`config.mk`:
```
export PLATFORM = sky130hd
export DESIGN_NAME = multiport_stream_serializer
export DESIGN_NICKNAME = d
export VERILOG_FILES = /design/src/rtl/multiport_stream_serializer.sv
export SDC_FILE = /design/constraint.sdc
export NUM_CORES = 1
export LEC_CHECK = 0
export BUFFER_PORTS_ARGS = -buffer_cell sky130_fd_sc_hd__buf_2
export CORE_ASPECT_RATIO = 0.75
export CORE_MARGIN = 2
export CORE_UTILIZATION = 54
export CTS_BUF_LIST = sky130_fd_sc_hd__clkbuf_8
export DETAILED_ROUTE_END_ITERATION = 10
export MAX_ROUTING_LAYER = met4
export PLACE_DENSITY_LB_ADDON = 0.12
export SYNTH_ARGS = -nofsm -noshare
export SYNTH_HDL_FRONTEND = slang
export SYNTH_SLANG_ARGS = --single-unit
```
`constraint.sdc`:
```
create_clock -name clk -period 5.55 [get_ports clk]
set_clock_uncertainty 0.05 [all_clocks]
set_input_delay 0 -clock clk [delete_from_list [all_inputs] [get_ports clk]]
set_output_delay 0 -clock clk [all_outputs]
set_load 0.02 [all_outputs]
```
`src/rtl/multiport_stream_serializer.sv`:
```
// multiport_stream_serializer
// Takes bursts of up to LANES words per cycle from parallel FIFO read ports,
// buffers them in a circular store and replays them one word per cycle on a
// first-word-fall-through ready/valid stream, lane 0 of each burst first.

module multiport_stream_serializer #(
    parameter int WIDTH = 8,
    parameter int LANES = 4,
    parameter int DEPTH = 16
) (
    input  logic                         clk,
    input  logic                         srst,
    input  logic [WIDTH*LANES-1:0]       in_data,
    input  logic [$clog2(LANES+1)-1:0]   in_count,
    input  logic                         in_valid,
    output logic                         in_ready,
    output logic [WIDTH-1:0]             out_data,
    output logic                         out_valid,
    input  logic                         out_ready,
    output logic [$clog2(DEPTH):0]       level,
    output logic                         err
);

    localparam int PW = $clog2(DEPTH);
    localparam int CW = $clog2(LANES + 1);
    localparam int LW = PW + 1;

    logic [WIDTH-1:0] mem_r [DEPTH];
    logic [PW-1:0]    wr_ptr_r;
    logic [PW-1:0]    rd_ptr_r;
    logic [LW-1:0]    level_r;
    logic             err_r;

    logic             push_s;
    logic             bad_count_s;
    logic             pop_s;
    logic [LW-1:0]    add_s;
    logic [LW-1:0]    sub_s;
    logic [LANES-1:0] lane_we_s;

    // Space for a whole burst is judged from the stored level alone, so the
    // producer never sees a combinational path from its own valid/count.
    assign in_ready  = (LW'(DEPTH) - level_r) >= LW'(LANES);
    assign out_valid = (level_r != {LW{1'b0}});
    assign out_data  = mem_r[rd_ptr_r];
    assign level     = level_r;
    assign err       = err_r;

    // Classify the handshake and build the per-lane write enables.
    always_comb begin
        push_s      = 1'b0;
        bad_count_s = 1'b0;
        pop_s       = out_valid && out_ready;
        add_s       = {LW{1'b0}};
        sub_s       = {LW{1'b0}};
        lane_we_s   = {LANES{1'b0}};
        if (in_valid && in_ready) begin
            if (in_count <= CW'(LANES)) begin
                push_s = 1'b1;
                add_s  = LW'(in_count);
            end else begin
                bad_count_s = 1'b1;
            end
        end else begin
            push_s = 1'b0;
        end
        if (pop_s) begin
            sub_s = LW'(1);
        end else begin
            sub_s = {LW{1'b0}};
        end
        for (int i = 0; i < LANES; i++) begin
            if (push_s && (CW'(i) < in_count)) begin
                lane_we_s[i] = 1'b1;
            end else begin
                lane_we_s[i] = 1'b0;
            end
        end
    end

    // Burst storage: valid lanes land in consecutive slots from wr_ptr, wrapping.
    always_ff @(posedge clk) begin
        for (int i = 0; i < LANES; i++) begin
            if (lane_we_s[i]) begin
                mem_r[wr_ptr_r + PW'(i)] <= in_data[i*WIDTH +: WIDTH];
            end
        end
    end

    // Pointers, occupancy and the sticky illegal-count flag; reset wins over traffic.
    always_ff @(posedge clk) begin
        if (srst) begin
            wr_ptr_r <= {PW{1'b0}};
            rd_ptr_r <= {PW{1'b0}};
            level_r  <= {LW{1'b0}};
            err_r    <= 1'b0;
        end else begin
            if (push_s) begin
                wr_ptr_r <= wr_ptr_r + PW'(in_count);
            end
            if (pop_s) begin
                rd_ptr_r <= rd_ptr_r + PW'(1);
            end
            level_r <= level_r + add_s - sub_s;
            if (bad_count_s) begin
                err_r <= 1'b1;
            end
        end
    end

endmodule
```
# Yosys cells after proc, flatten, opt, wreduce, memory -nomap -nowiden
# Memory sizes are Yosys's and may differ from the RTL's. A register that Yosys moved wholly into a read port is not among the register bits.
# Cells that the tools add are included.
[classes]
n_mux = 21
n_lt_le_gt_ge = 6
reduce_logical = 7
add_sub_neg = 8
[op_table]
columns = ["operator", "count"]
rows = [
  ["two-way mux 1 bit", 17],
  ["adder 4 x 1 -> 4 bit, second input constant", 2],
  ["adder 4 x 2 -> 4 bit, second input constant", 2],
  ["two-way mux 4 bit", 2],
  ["logical AND 1 bit", 6],
  ["< comparator 1 x 3 -> 1 bit, first input constant", 2],
  ["< comparator 2 x 3 -> 1 bit, first input constant", 2],
  ["two-way mux 3 bit", 2],
  ["adder 5 bit", 1],
  [">= comparator 5 x 3 -> 1 bit, second input constant", 1],
  ["nonzero test 5 bit", 1],
  ["subtractor 5 bit", 1],
  ["subtractor 5 bit, first input constant", 1],
  ["adder 4 x 3 -> 4 bit", 1],
  ["<= comparator 3 bit, second input constant", 1],
]
[totals]
memories = 1
register_bits = 14
ram_bits = 128
[memory_table]
columns = ["name", "depth", "word_bits", "read_ports", "rd_ports_with_merged_regs", "wr", "line_no", "text"]
rows = [
  ["mem_r", 16, 8, 1, 1, 4, "28", "logic [WIDTH-1:0] mem_r [DEPTH];"],
]

# Depth between registers and ports, before layout
# Gate-level depths: netlist of run 1.
[depth]
word_depth = 8
mapped_depth = 16
depth_no_buf = 14

# Worst setup path after synthesis of run 1
# OpenSTA, ideal clock, no wires.
[synth_timing]
path_type = "flip-flop to flip-flop"
startpoint = "reg level_r[0] (netlist: level[0])"
endpoint = "reg level_r[4] (netlist: level[4])"
t_required_ns = 5.372
path_stages_with_launch = 15
setup_ns = 0.128
slack_ns = 2.064
arrival_ns = 3.308
cell_sequence = "dfxtp_1 -> nor4_1 -> ha_1 -> o21a_1 -> inv_2 -> buf_2 -> clkbuf_1 -> nand3_1 -> ha_1 -> inv_1 -> fa_1 -> a21o_1 -> a21oi_1 -> xnor2_1 -> nor2_1"
[synth_via]
elab_chain_cells = 6
word_cells_on_any_way = 9
[synth_lines]
columns = ["item", "line_no", "text"]
rows = [
  ["start, declared", "31", "logic [LW-1:0] level_r;"],
  ["start signal, assigned", "95", "level_r <= {LW{1'b0}};"],
  ["start signal, assigned", "104", "level_r <= level_r + add_s - sub_s;"],
  ["subtractor 5 bit", "43", "assign in_ready = (LW'(DEPTH) - level_r) >= LW'(LANES);"],
  [">= comparator 5 x 3 -> 1 bit", "43", ""],
  ["net in_ready", "16", "output logic in_ready,"],
  ["logical AND 1 bit", "57", "if (in_valid && in_ready) begin"],
  ["two-way mux 3 bit", "57", ""],
  ["adder 5 bit", "104", ""],
  ["subtractor 5 bit", "104", ""],
]
# The timed path passes the listed nets, and every way through them passes these cells.
# A chain may end at the register's enable or synchronous reset.

==> impl_metrics.toml, run 1 <==
[layout]
drive_above_1_share = 0.156
nets = 1126
syn_to_final_growth_pct = 6.54
layout_common_cells = "128 x edfxtp_1, 98 x nor2_1, 91 x nand2_1, 55 x a221oi_1, 54 x buf_2"
layout_commonest_cell = "edfxtp_1"
final_area_mm2 = 0.0113

[drt]
drt_iter0_drc = 2369
drt_pass1_iterations = 7
routed_via_density = 7.87
antenna_left = 0
totalWireLength_mm = 45.5
vias = 10500
drc_errors = 0
wl_per_cell_um = 34.0

[logic_synthesis]
ys_types = 64
synth_ff_type = "edfxtp_1"
synth_area_mm2 = 0.0106
syn_inst = 1087
syn_area_per_cell_um2 = 9.78
ys_seq_area_frac = 0.395
yosysWarnings = 0
ys_seq_elements = 146
synth_edf_count = 128
synthArstFlopShare = 0
synth_nets = 1142

[setup_path]
critPathKind = "reg2reg"
critical-path-top-delay-family = "simple AND/OR/NAND/NOR gates"
crit_arrival_ns = 3.98
path_cells = "ha_1 > a21boi_0 > nor2_1 > nand4b_1 > nand3_1"
max_stage_delay_ns = 0.99
worstSetupEndpointType = "flop"
cp_max_fo = 29
critPathSlowestCell = "dfxtp_1"
path_buf_inv = 0
r2r_start = "wr_ptr_r[2]$_SDFFE_PP0N_"
crit_path_start_kind = "flop"
crit_start = "wr_ptr_r[2]$_SDFFE_PP0N_"
critPathRequiredTime_ns = 5.64

[floorplan]
initial_utilization = 0.550
io_pins = 55
core_mm2 = 0.0193
die_y_um = 126
die_area_mm2 = 0.0208
fp-row-count = 44
die_x_um = 166

[clock_tree]
cts_inserted_buffers = 17
htree_num_levels = 4
cts_sinks = 146
ctsResizeCount = 0
cts_buffer_depth = 2
clkTransAtPathRegs_ns = 0.09
clockRootBuffer = "clkbuf_8"
cts_setup_buffers = 0
cts_tree = "done"
worstSkewPairLatency_ns = 0.48

[power]
totalPowerFinal_w = 0.00380
ir_worst_vdd_mv = 0.267
power.leakage_nw = 3.71
p_per_area_mw_per_mm2 = 335

[global_routing]
overflow = 0
use_met2 = 0.571
grt_pass1_wl_mm = 65.0
met1_usage = 0.602
grt_util_met3 = 0.221
grt_pass1_vias = 9474
grt_max_degree = 61
grt.total_usage = 0.446
busiest_layer = "met1"
antenna_found_initial = 1

[placed_design]
dpl_cell_area_mm2 = 0.0109
post-place-ws_ns = 1.86
hpwlAfterDp_mm = 31.5
port_buffers = 54
gp_congestion = 1.11

[sta]
tns_ns = 0
slew_viol_final = 0
setup_violations = 0
rsz0062_at_grt = "false"
hold_viol_final = 0
tightest_slew_ns = 1.35
slew_headroom = 0.0910
period_share = 0.701
min_period_ns = 3.89
setup_slack_ns = 1.66
fmax_ghz = 0.257

[status]
outcome = "complete, no violations"

[worst_hold_path]
hold_start = "out_ready"
hp-class = "in2reg"

[job]
maxCapViolations = 0
## synthesized netlist by cell type (11+ instances only)
master      n  area (µm²)
nand2b_1   11        68.8
o221ai_1   49         429
and3_1     12        75.1
a21oi_1    42         210
nor3_1     20         100
buf_1      21        78.8
nand3_1    31         155
inv_1      23        86.3
nand2_1    91         342
edfxtp_1  128        3840
o31ai_1    24         180
dfxtp_1    18         360
o21ai_0    25         125
or4_1      16         120
buf_2      18        90.1
and2_1     13        81.3
mux4_2     40         901
a31oi_1    41         257
o22ai_1    47         294
nor2_1     99         372
a221oi_1   55         482
mux2i_1    35         350
nor4_1     19         119
clkbuf_1   69         259
ha_1       14         175
nand4_1    17         106
## cell families after synthesis
kind of cell	synth area share
fa+ha+maj	0.0202
compound gates	0.235
mux	0.118
flops	0.395
simple gates	0.170
buf+inv	0.0499
xor+xnor	0.0124
## per-stage QoR
stage,util,hold slack (ns),cells
6_report,0.586,0.0487,1339
5_1_grt,0.586,0.0358,1337
4_1_cts,0.586,0.0196,1336
3_5_place_dp,0.567,0.312,1302
3_3_place_gp,0.567,0.307,1302
2_1_floorplan,-,0.0216,1087
## metal layers
metal	wire, µm	up-vias	share of wire
met4	2110	0	0.046
met2	17400	1039	0.38
li1	-	4350	-
met1	17300	4954	0.38
met3	8730	192	0.19
met5	0	-	0
## where the power goes
part / switching, W / internal, W / leakage (nW) / total [W]
Sequential: 0.000114 / 0.00131 / 1.30 / 0.00143
Clock: 0.000466 / 0.000313 / 0.173 / 0.000779
Combinational: 0.00107 / 0.000524 / 2.23 / 0.00159
Total: 0.00165 / 0.00215 / 3.71 / 0.00380
## tightest hold or removal path: stages
cell and delay, ns:
buf_2 0.09, nor2b_1 0.20, xnor2_1 0.17, nor2_1 0.08
## final cells by class
cell class,count,area (µm²)
Antenna cell,3,7.51
Clock buffer,17,234
Clock inverter,14,106
Fill cell,1704,8000
Inverter,24,90.1
Multi-Input combinational cell,807,5930
Sequential cell,146,4210
Tap cell,253,317
Timing Repair Buffer,75,435
## worst paths after layout
kind / endpoint / depth (start not counted) / slack [ns]
setup / recovery: mem_r[0][0]$_DFFE_PP_ / 5 / 1.66
hold / removal: flop / 4 / 0.05
setup reg to reg: mem_r[0][0]$_DFFE_PP_ / 5 / 1.66
hold reg to reg: err$_SDFFE_PP0P_ / 2 / 0.44
## repair_timing
action | 4_1_cts | 5_1_grt
setup endpoints to repair | 0 | 0
endpoints found under the hold margin | 18 | 0
hold buffers | 3 | 0
## sequential cells by signal (all words and copies together) (netlist names), named ones only
name / cells
level: 5
mem_r: 128
wr_ptr_r: 4
rd_ptr_r: 4
err: 1
(Power assumes the default switching activity.)
==> run 2: changes to the inputs <==
==> constraint.sdc (replaced) <==
create_clock -name clk -period 3.3 [get_ports clk]
set_clock_uncertainty 0.05 [all_clocks]
set_input_delay 0 -clock clk [delete_from_list [all_inputs] [get_ports clk]]
set_output_delay 0 -clock clk [all_outputs]
set_load 0.02 [all_outputs]
==> run 2 against run 1 <==
Count of clock-buffer cells in the layout unchanged. Final cell count up 5.6%. Worst hold slack worse by 0.021 ns. Die area unchanged. Clock power up 96%. Flip-flop and latch count unchanged. Power up 76%. Fmax up 27%. Largest cell class unchanged. Largest power group unchanged.
==> impl_metrics.toml, run 2 (synthesis gave the netlist of run 1 again) <==
[layout]
fin_cells = 1414
drive_above_1_share = 0.210
fin_util = 0.618
final_area_mm2 = 0.0119
syn_to_final_growth_pct = 12.4
num-fill-cells = 1631
nets = 1199
layout_common_cells = "128 x edfxtp_1, 98 x nor2_1, 91 x nand2_1, 90 x buf_4, 55 x a221oi_1"
regMostFlops = "mem_r"
largest_reg_flops = 128
layout_commonest_cell = "edfxtp_1"

[power]
swShare = 0.418
power.switching_w = 0.00279
p_clk_frac = 0.230
combPwrFrac = 0.424
seqPwrFrac = 0.347
ir_worst_vdd_mv = 0.555
p_per_area_mw_per_mm2 = 559
cellInternalPower_w = 0.00389
power.leakage_nw = 4.11

[floorplan]
initial_utilization = 0.550
die_area_mm2 = 0.0208
die_x_um = 166
fp-row-count = 44
core_mm2 = 0.0193
die_y_um = 126
io_pins = 55

[placed_design]
port_buffers = 54
dpl_cell_area_mm2 = 0.0115
placed_cells = 1375
hpwlAfterDp_mm = 32.7
gp_congestion = 1.11

[global_routing]
grt_pass1_vias = 9780
grt_max_degree = 53
overflow = 0
antenna_found_initial = 4
grt_pass1_wl_mm = 66.3
grt.total_usage = 0.452

[sta]
setup_violations = 0
tns_ns = 0
hold_viol_final = 0
slew_headroom = 0.234
fmax_ghz = 0.327
period_share = 0.926
slew_viol_final = 0
whs_ns = 0.0274
min_period_ns = 3.06
tightest_slew_ns = 1.15
rsz0062_at_grt = "false"

[worst_hold_path]
whs_endpoint = "rd_ptr_r[0]$_SDFFE_PP0P_"
hp-class = "in2reg"
holdPathStages = 4
hold_start = "out_ready"

[clock_tree]
htree_num_levels = 4
ctsResizeCount = 0
cts_buffer_depth = 2
cts_inserted_buffers = 17
clkTransAtPathRegs_ns = 0.09
cts_setup_buffers = 0
cts_sinks = 146
cts_tree = "done"
worstSkewPairLatency_ns = 0.48
clockRootBuffer = "clkbuf_8"

[setup_path]
crit_arrival_ns = 3.22
critPathRequiredTime_ns = 3.46
critPathKind = "reg2reg"
crit_path_start_kind = "flop"
cp_max_fo = 14
rrSetupSlack_ns = 0.24
reg2reg_to = "mem_r[7][1]$_DFFE_PP_"
worstSetupEndpointType = "flop"
rr_worst_depth = 6
r2r_start = "wr_ptr_r[2]$_SDFFE_PP0N_"

[drt]
totalWireLength_mm = 45.8
wl_per_cell_um = 32.4
drt_iter0_drc = 2097
routed_via_density = 7.62
vias = 10800
antenna_left = 0
drt_pass1_iterations = 7
drc_errors = 0

[status]
outcome = "complete, no violations"

[job]
maxCapViolations = 0
==> run 2: cell count changes in the layout (fill, tap and decap cells not counted), sizes merged <==
cell      change
clkinvlp      -2
bufinv        +2
inv           +1
diode         +1
buf          +73
==> run 2: power groups by stage <==
| stage | combinational [W] | clock [W] | sequential (W) |
|---|---|---|---|
| global placement | 0.00272 | 0 | 0.00235 |
| finish | 0.00283 | 0.00153 | 0.00232 |
| CTS | 0.00274 | 0.00152 | 0.00231 |
| global route | 0.00296 | 0.00160 | 0.00233 |
| floorplan | 0.00185 | 0 | 0.00234 |
| detailed placement | 0.00273 | 0 | 0.00235 |
==> run 2: per-stage QoR <==
step                power [W]  setup WS (ns)
floorplan             0.00419        0.00885
global placement      0.00506          0.335
detailed placement    0.00508          0.314
CTS                   0.00657          0.292
global route          0.00689         0.0207
finish                0.00668          0.243
==> run 2: critical path: stages (launching register included) <==
cell and delay (ns):
dfxtp_1 0.42, ha_1 0.43, nor2b_1 0.21, a32oi_1 0.51, nand2_1 0.48, a221oi_1 0.55, o22ai_1 0.15
==> run 2: worst max path at each step <==
stage | start | end | slack [ns] | cells past startpoint
floorplan | level[1]$_SDFF_PP0_ | level[4]$_SDFF_PP0_ | 0.009 | 16
finish | wr_ptr_r[2]$_SDFFE_PP0N_ | mem_r[7][1]$_DFFE_PP_ | 0.24 | 6
CTS | level[3]$_SDFF_PP0_ | level[4]$_SDFF_PP0_ | 0.29 | 14
global placement | level[3]$_SDFF_PP0_ | level[4]$_SDFF_PP0_ | 0.33 | 13
detailed placement | level[3]$_SDFF_PP0_ | level[4]$_SDFF_PP0_ | 0.31 | 13
global route | wr_ptr_r[1]$_SDFFE_PP0N_ | mem_r[5][3]$_DFFE_PP_ | 0.02 | 5
==> run 2: layout make-up <==
cell class / instances / area, µm² / area share
Multi-Input combinational cell: 807 / 5920 / 0.495
Clock inverter: 15 / 175 / 0.0147
Antenna cell: 4 / 10.0 / 0.000838
Inverter: 24 / 90.1 / 0.00754
Tap cell: 253 / 317 / 0.0265
Timing Repair Buffer: 148 / 996 / 0.0834
Sequential cell: 146 / 4210 / 0.352
Clock buffer: 17 / 234 / 0.0196
==> run 2: repair_timing <==
action,in CTS,in global routing
hold buffers,3,0
endpoints found under the setup margin,0,0
hold endpoints to repair,16,0
==> run 2: layer usage <==
metal / share of wire / up-vias / track usage / routed length (µm)
li1: - / 4508 / - / -
met1: 0.37 / 5072 / 0.604 / 17100
met2: 0.40 / 1023 / 0.603 / 18300
met3: 0.18 / 174 / 0.190 / 8330
met4: 0.047 / 0 / 0.182 / 2150
met5: 0 / - / - / 0
